==> src/rtl/arbiter_rr_n_if.sv <==
// Request/grant bundle between N requesters and the round-robin arbiter.
// The requester side drives req; the arbiter side drives the registered grant outputs.
interface arbiter_rr_n_if #(
  parameter int N   = 4,
  parameter int IDW = $clog2(N)
);
  logic [N-1:0]   req;
  logic [N-1:0]   gnt;
  logic [IDW-1:0] gnt_id;
  logic           gnt_valid;

  modport master (output req, input gnt, input gnt_id, input gnt_valid);
  modport slave  (input req, output gnt, output gnt_id, output gnt_valid);
endinterface

==> src/rtl/arbiter_rr_n.sv <==
// N-requester round-robin arbiter with grant hold and a hold-timeout that
// bounds how long one requester can keep the resource. All outputs registered.
module arbiter_rr_n #(
  parameter int N        = 4,
  parameter int MAX_HOLD = 8,
  parameter int IDW      = $clog2(N)
) (
  input logic           clk,
  input logic           rst,
  arbiter_rr_n_if.slave bus
);

  localparam int HCW = (MAX_HOLD < 1) ? 1 : $clog2(MAX_HOLD + 1);

  typedef enum logic {IDLE, GRANT} state_t;

  state_t         state_reg, state_next;
  logic [IDW-1:0] ptr_reg, ptr_next;
  logic [IDW-1:0] id_reg, id_next;
  logic [HCW-1:0] hcnt_reg, hcnt_next;
  logic [N-1:0]   gnt_reg, gnt_next;
  logic           valid_reg, valid_next;

  logic [IDW-1:0] ptr_after;
  logic [IDW-1:0] pick_base;
  logic [IDW-1:0] win;
  logic [N-1:0]   others;
  logic [N-1:0]   cand;
  logic [N-1:0]   win_onehot;
  logic           holder_req;
  logic           timed_out;
  logic           found;

  // Requests with the current holder removed (used when the holder times out),
  // and the one-hot form of the search winner.
  genvar gi;
  generate
    for (gi = 0; gi < N; gi++) begin : g_vec
      assign others[gi]     = bus.req[gi] & (id_reg != IDW'(gi));
      assign win_onehot[gi] = (win == IDW'(gi));
    end
  endgenerate

  assign holder_req = bus.req[id_reg];
  assign timed_out  = (MAX_HOLD != 0) && (hcnt_reg == HCW'(MAX_HOLD));
  // Pointer advance wraps explicitly so non-power-of-two N never reaches N.
  assign ptr_after  = (id_reg == IDW'(N - 1)) ? '0 : id_reg + IDW'(1);

  // Round-robin search: first set bit of cand starting at pick_base, wrapping at N.
  always_comb begin
    int idx;
    idx       = 0;
    pick_base = (state_reg == GRANT) ? ptr_after : ptr_reg;
    cand      = (state_reg == GRANT && holder_req) ? others : bus.req;
    found     = 1'b0;
    win       = '0;
    // Walk backwards so the lowest rotated position wins.
    for (int k = N - 1; k >= 0; k--) begin
      idx = int'(pick_base) + k;
      if (idx >= N) idx = idx - N;
      if (cand[idx[IDW-1:0]]) begin
        found = 1'b1;
        win   = idx[IDW-1:0];
      end
    end
  end

  // Next-state and next-output logic for the IDLE/GRANT machine.
  always_comb begin
    state_next = state_reg;
    ptr_next   = ptr_reg;
    id_next    = id_reg;
    hcnt_next  = hcnt_reg;
    gnt_next   = gnt_reg;
    valid_next = valid_reg;
    case (state_reg)
      IDLE: begin
        if (found) begin
          state_next = GRANT;
          id_next    = win;
          gnt_next   = win_onehot;
          valid_next = 1'b1;
          hcnt_next  = HCW'(1);
        end
      end
      GRANT: begin
        if (!holder_req) begin
          // Release: hand over with no bubble, or go idle if nobody is asking.
          ptr_next = ptr_after;
          if (found) begin
            id_next   = win;
            gnt_next  = win_onehot;
            hcnt_next = HCW'(1);
          end else begin
            state_next = IDLE;
            gnt_next   = '0;
            valid_next = 1'b0;
          end
        end else if (!timed_out) begin
          // Hold: counter only matters when a limit exists.
          if (MAX_HOLD != 0) hcnt_next = hcnt_reg + HCW'(1);
        end else begin
          // Timeout: pass to another requester if any, else re-grant the holder.
          ptr_next  = ptr_after;
          hcnt_next = HCW'(1);
          if (found) begin
            id_next  = win;
            gnt_next = win_onehot;
          end
        end
      end
      default: begin
        state_next = IDLE;
        gnt_next   = '0;
        valid_next = 1'b0;
      end
    endcase
  end

  // State and output registers with synchronous reset.
  always_ff @(posedge clk) begin
    if (rst) begin
      state_reg <= IDLE;
      ptr_reg   <= '0;
      id_reg    <= '0;
      hcnt_reg  <= '0;
      gnt_reg   <= '0;
      valid_reg <= 1'b0;
    end else begin
      state_reg <= state_next;
      ptr_reg   <= ptr_next;
      id_reg    <= id_next;
      hcnt_reg  <= hcnt_next;
      gnt_reg   <= gnt_next;
      valid_reg <= valid_next;
    end
  end

  assign bus.gnt       = gnt_reg;
  assign bus.gnt_id    = id_reg;
  assign bus.gnt_valid = valid_reg;

endmodule
==> src/flat_wrapper.sv <==
// flat-port wrapper written by rule: the top's interface ports become plain ports
module arbiter_rr_n_flat 
#(
  parameter int N        = 4,
  parameter int MAX_HOLD = 8,
  parameter int IDW      = $clog2(N)
)
  (clk, rst, bus_req, bus_gnt, bus_gnt_id, bus_gnt_valid);
  arbiter_rr_n_if #(.N(N), .IDW(IDW)) bus_i ();
  input logic clk;
  input logic rst;
  input wire logic [$bits(bus_i.req)-1:0] bus_req;
  output wire logic [$bits(bus_i.gnt)-1:0] bus_gnt;
  output wire logic [$bits(bus_i.gnt_id)-1:0] bus_gnt_id;
  output wire logic [$bits(bus_i.gnt_valid)-1:0] bus_gnt_valid;
  assign bus_i.req = bus_req;
  assign bus_gnt = bus_i.gnt;
  assign bus_gnt_id = bus_i.gnt_id;
  assign bus_gnt_valid = bus_i.gnt_valid;
  arbiter_rr_n #(.N(N), .MAX_HOLD(MAX_HOLD), .IDW(IDW)) u_core (.clk(clk), .rst(rst), .bus(bus_i));
endmodule
==> config.mk <==
export PLATFORM = sky130hd
export DESIGN_NAME = arbiter_rr_n_flat
export DESIGN_NICKNAME = d
export VERILOG_FILES = /design/src/rtl/arbiter_rr_n_if.sv /design/src/rtl/arbiter_rr_n.sv /design/src/flat_wrapper.sv
export SDC_FILE = /design/constraint.sdc
export NUM_CORES = 1
export LEC_CHECK = 0
export ABC_AREA = 1
export ABC_CLOCK_PERIOD_IN_PS = 2210
export BUFFER_PORTS_ARGS = -buffer_cell sky130_fd_sc_hd__buf_2
export CORE_UTILIZATION = 54
export CTS_CLUSTER_SIZE = 28
export DETAILED_ROUTE_END_ITERATION = 12
export PLACE_DENSITY = 0.75
export SLEW_MARGIN = 5
export SYNTH_ARGS = -nofsm -noshare
export SYNTH_HDL_FRONTEND = slang
export SYNTH_SLANG_ARGS = --single-unit
==> constraint.sdc <==
create_clock -name clk -period 2.21 [get_ports clk]
set_clock_uncertainty 0.1 [all_clocks]
set_input_delay 0.221 -clock clk [delete_from_list [all_inputs] [get_ports clk]]
set_output_delay 0.221 -clock clk [all_outputs]
set_load 0.02 [all_outputs]
==> results of run 1 <==
repair_timing:
item                                   CTS  global route
setup endpoints to repair                3             8
buffers inserted                         0             3
pin swaps                                0             4
endpoints found under the hold margin    0             0
resized for setup                        1            24
power groups by stage:
stage,Clock [mW],Sequential [mW],Combinational (mW)
floorplan,0,0.441,0.726
global placement,0,0.381,0.963
detailed placement,0,0.385,0.982
CTS,0.188,0.381,0.990
global route,0.196,0.404,1.32
finish,0.185,0.396,1.21
worst max-delay path, cell delays in order, from the launching register on:
cell	delay [ns]
dfxtp_4	0.38
inv_1	0.16
ha_4	0.24
nand2_2	0.07
o21ai_4	0.09
xor2_2	0.18
inv_1	0.09
nand2_1	0.07
nand2_1	0.06
inv_1	0.04
nand2_2	0.08
nand2_1	0.06
nand2_2	0.10
nand3_4	0.08
o211ai_1	0.15
inv_1	0.07
cell families after synthesis:
group	Yosys count	synth area share [%]
fa+ha+maj	6	7.29
buf+inv	27	10.9
xor+xnor	3	3.28
simple gates	78	37.5
flops	14	27.2
compound gates	22	13.7
layer usage:
metal	up-vias	part of all wire (%)
met3	6	4.8
met4	0	2.4
met1	479	41
met2	33	52
met5	-	0
li1	515	-
cell usage in the layout (no fill, tap or decap), types with 5 or more instances in the layout:
master	count
a21oi_1	10
nor2_1	12
inv_1	21
buf_4	5
nand2_1	29
nand3_1	7
o21ai_0	7
nand3_2	8
buf_2	12
dfxtp_1	12
nand2_2	10
worst max path at each step:
stage | end | slack (ns) | depth (start not counted)
floorplan | u_core.bus.gnt[0] | 0.11 | 16
global placement | u_core.bus.gnt_id[0] | -0.02 | 15
detailed placement | u_core.bus.gnt_id[0] | -0.01 | 15
CTS | u_core.bus.gnt_id[0] | 0.04 | 15
global route | u_core.bus.gnt_id[0] | -0.06 | 15
finish | u_core.bus.gnt_id[0] | 0.06 | 15
cell type report:
type                    instances  share of cell area, %
clock buffers                   4                   2.82
inverters                      25                   7.48
multi-input cells             109                   57.4
flip-flops and latches         14                   22.3
well taps                      25                   2.43
repair buffers                 17                   7.57
metrics by stage:
| step | setup TNS (ns) | utilization, % | hold slack, ns | area [µm²] | cells |
|---|---|---|---|---|---|
| 2_1_floorplan | 0 | - | 0.339 | 1030 | 150 |
| 3_3_place_gp | -0.0163 | 63.5 | 0.350 | 1120 | 187 |
| 3_5_place_dp | -0.0149 | 63.5 | 0.363 | 1120 | 187 |
| 4_1_cts | 0 | 65.6 | 0.0968 | 1160 | 191 |
| 5_1_grt | -0.0981 | 73.0 | 0.119 | 1290 | 194 |
| 6_report | 0 | 73.0 | 0.106 | 1290 | 194 |
==> run metrics, run 1 <==
outcome=complete, no violations; sequential area share after synthesis=27.2%; Commonest cells post-synth=nand2_1, inv_1, dfxtp_1, nor2_1, nand3_1; WHS Path Cells=2; first-pass GRT wire length=3.51 mm; Top-Level Pins=13; worst r2r dst=u_core.bus.gnt_id[0]; Slew Limit Fails=0; Data arrival, critical path=2.21 ns; final worst path period need=2.15 ns; Warnings, synthesis=0; Worst setup SP type=flip-flop; number of global-route vias before repair=834; Clock power frac=10.3%; CTS sink count=14; drt wl/cell=13.2 µm; Hold Fails Final Rpt=0; Fillers=137; Worst-Margin Slew=0.380 ns; Buffers on Ports=12; Die H=45.7 µm; Flop pwr share=22.2%; count leader, synth=nand2_1; Power Dens Cells=1390 mW/mm²; htree depth=1; maximum vdd ir drop=0.000913 V; synth top area cells=dfxtp_1, nand2_1, inv_1; Synthesized Nets=162; WS Path Type=reg -> reg; CTS Buf Count=3; count of cell types in the netlist=24; core footprint=0.00176 mm²; vias per inst=5.32; Comb pwr share=67.5%; Post-CTS Hold Buffers=0; vias=1,033; Starting Density=58.4%; Final WS setup=0.0611 ns; Synth area leader=dfxtp_1; Hold Crit Class=in -> reg; DRC viols=0; Root Buffer=clkbuf_4; RR Startpoint=u_core.bus.gnt_id[1]; DR iter-0 viols=28; ANT cells=0; Tot GR Track Use=23.4%; multi-input logic area=739 µm²; Worst Hold End=u_core.hcnt_reg[2]; Detailed Place HPWL=1.64 mm; row count=15; setup slack at placement=-0.0149 ns; Tcrit/Tclk final=97.2%; CTS tree=yes; final setup vio count=0; Final Total Pwr=1.79 mW; Area Overhead vs Synth=25.2%; R2R cell count=15; Worst EP required=2.27 ns; HP Start=rst; largest net degree at the start of global routing=10; Worst-Skew Late Latency=0.28 ns; grt total ovfl=0; Crit. Startpoint=u_core.bus.gnt_id[1]; NumNets Final=182; die area=0.00209 mm²; R2R Setup Slk=0.06 ns; Die X=45.7 µm; post-synthesis register bit count=14; grt met2 use=39.4%; met3 Use GR=5.56%; most used routing layer in global routing=met2; Rel. slew slack=74.6%; Max Root-Sink Buffers=2; FF/Latch Area=288 µm²; Peak Freq=0.465 GHz; Placer Congestion=0.849; net switching power figure=929 µW; Yosys top cell area share=27.2%; crit path capture type=flip-flop; Max FO, Critical Path=6; cell area after synthesis=0.00103 mm²; number of max-cap violations=0; Synth Flop Type=dfxtp_1; LEAKAGE=0.617 nW; drt total wl=2.57 mm; router iterations before antenna repair=4; Syn Inst Count=150; switching part of the total=52.0%; Routed Antenna Nets=0; Avg Synthesized Cell Area=6.86 µm²; layout cells sized above 1=34.9%; Internal=858 µW; FFs w/ async S/R, synth=0%; met1 Use GR=29.3%; EDFF count, synth=0; clock-pin slew on the worst setup and hold paths=0.10 ns; initial antenna violation count=0
(Power assumes the default switching activity.)
==> inputs of run 2 (changes only) <==
--- a/config.mk
+++ b/config.mk
@@ -8,11 +8,11 @@
 export ABC_AREA = 1
 export ABC_CLOCK_PERIOD_IN_PS = 2210
 export BUFFER_PORTS_ARGS = -buffer_cell sky130_fd_sc_hd__buf_2
-export CORE_UTILIZATION = 54
+export CORE_UTILIZATION = 55
 export CTS_CLUSTER_SIZE = 28
 export DETAILED_ROUTE_END_ITERATION = 12
-export PLACE_DENSITY = 0.75
-export SLEW_MARGIN = 5
+export PLACE_DENSITY = 0.76
+export SLEW_MARGIN = 20
 export SYNTH_ARGS = -nofsm -noshare
 export SYNTH_HDL_FRONTEND = slang
 export SYNTH_SLANG_ARGS = --single-unit
==> run 2 against run 1 <==
  * Die area is 1.7% lower
  * Routed wire length decreased by 12%
  * Non-clock buffer count is 1 lower
  * Clock power fell by 24%
  * Critical path type unchanged
  * Combinational power is 4% lower
  * Global-route usage grew 0.11 points
  * Highest routed layer unchanged
==> run metrics, run 2 (synthesis gave the netlist of run 1 again) <==
number of max-cap violations=0 (unchanged); Hold Fails Final Rpt=0 (unchanged); slowest CP cell=dfxtp_4; Die H=45.3 µm (-0.88%); WS Path Type=reg -> reg; CTS tree=yes; Root Buffer=clkbuf_4; crit path capture type=flip-flop; FF/Latch Area=288 µm² (unchanged); Worst setup SP type=flip-flop; CTS sink count=14 (unchanged); vias per inst=5.21 (-2.2%); Top Layer Used=met4; critical path's top delay family=simple AND/OR/NAND/NOR gates; ANT cells=0 (unchanged); Tcrit/Tclk final=94.4% (-2.9 points); Worst-Margin Slew=0.362 ns (-0.0176 ns); Peak Freq=0.479 GHz (+3.0%); largest net degree at the start of global routing=10 (unchanged); drt wl/cell=11.8 µm (-11%); CTS Buf Count=3 (unchanged); hold slack final=0.101 ns (-0.00467 ns); met1 WL=1.04 mm (-1.1%); Tot GR Track Use=23.5% (+0.11 points); htree depth=1 (unchanged); Max Root-Sink Buffers=2 (unchanged); Worst EP required=2.27 ns (about the same); outcome=complete, no violations; Die X=45.3 µm (-0.88%); core footprint=0.00175 mm² (-1.1%); initial antenna violation count=0 (unchanged); slowest cell delay on critical path=0.37 ns (about the same); DR iter-0 viols=8 (-71%); Data arrival, critical path=2.15 ns (-0.06 ns); row count=15 (unchanged); DRC viols=0 (unchanged); final core utilization=71.8% (-1.2 points); Placer Congestion=0.872 (+2.6%); multi-input logic area=726 µm² (-1.9%); router iterations before antenna repair=4 (unchanged); Final WS setup=0.124 ns (+0.0633 ns); Hold Crit Class=in -> reg; layout cells sized above 1=34.7% (-0.18 points); grt total ovfl=0 (unchanged); Max FO, Critical Path=8 (+2); Buffers on Ports=12 (unchanged); Slew Limit Fails=0 (unchanged); first-pass GRT wire length=3.45 mm (-1.8%); CP bufs+invs=2 (-2); Area Overhead vs Synth=21.7%; die area=0.00205 mm² (-1.7%); worst-path cell chain=ha_2, nor2_4, nand2_2, o21ai_4, nand3_2, nand2_2, nand2_1, nand2_1, inv_1, nand2_2, nand2_1, nand2_2, nand3_4, o211ai_1, inv_1; NumNets Final=181 (-0.55%); Fillers=151 (+10%); Detailed Place HPWL=1.71 mm (+4.7%); Worst-Skew Late Latency=0.28 ns (about the same); final setup vio count=0 (unchanged); met2 routed WL=1.16 mm (-13%); CP dominant cell by count=nand2_2; Power Dens Cells=1350 mW/mm² (-2.9%); LEAKAGE=0.604 nW (-2.1%); Rel. slew slack=75.7% (+1.2 points); commonest non-fill, non-tap cell in the layout=nand2_1; most frequent cells in the layout=nand2_1, inv_1, nor2_1, buf_2, dfxtp_1; setup slack at placement=-0.0466 ns (-0.0317 ns); vias=1,000 (-3.2%); number of global-route vias before repair=854 (+2.4%); Routed Antenna Nets=0 (unchanged); met3 wire len=45 µm (-63%); drt total wl=2.27 mm (-12%); final worst path period need=2.09 ns (-0.0633 ns); Starting Density=59.0% (+0.63 points); Top-Level Pins=13 (unchanged); clock-pin slew on the worst setup and hold paths=0.08 ns (-0.02 ns); maximum vdd ir drop=0.000683 V (-25%)
==> run 2: worst paths after layout <==
check | from | endpoint | slack (ns) | cells past startpoint
worst max-delay path | u_core.bus.gnt_id[0] | u_core.bus.gnt_id[0] | 0.12 | 15
worst min-delay path | rst | u_core.bus.gnt[1] | 0.10 | 2
worst max register to register | u_core.bus.gnt_id[0] | u_core.bus.gnt_id[0] | 0.12 | 15
worst min register to register | u_core.hcnt_reg[3] | u_core.hcnt_reg[3] | 0.37 | 2
==> run 2: per-layer routing <==
metal  global-route usage, %  vias up
li1                        -      513
met1                    29.2      472
met2                    38.6       11
met3                    6.00        4
met4                    9.70        0
met5                       0        -
==> run 2: area by class of cell <==
type / count / area share (%)
Inverter: 25 / 7.68
Tap cell: 25 / 2.50
Multi-Input combinational cell: 109 / 57.9
Timing Repair Buffer: 16 / 7.19
Sequential cell: 14 / 23.0
Clock buffer: 3 / 1.80
==> run 2: metrics by stage <==
step	instance area [µm²]	cells	TNS (ns)	total power, mW
3_3_place_gp	1120	187	-0.00390	1.35
2_1_floorplan	1030	150	0	1.17
6_report	1250	192	0	1.69
3_5_place_dp	1120	187	-0.0510	1.37
4_1_cts	1140	190	0	1.52
5_1_grt	1250	192	-0.0560	1.84
==> run 2: what timing repair did <==
| action | in CTS | in global routing |
|---|---|---|
| hold buffers | 0 | 0 |
| pin swaps | 0 | 4 |
| gates resized for setup | 1 | 22 |
| endpoints found under the setup margin | 4 | 5 |
| setup buffers | 0 | 2 |
==> run 2: report_power, final <==
group          internal [mW]  switching, mW  total, mW
registers              0.334         0.0527      0.386
logic                  0.403          0.757       1.16
clock network         0.0632         0.0783      0.141
total                  0.800          0.888       1.69
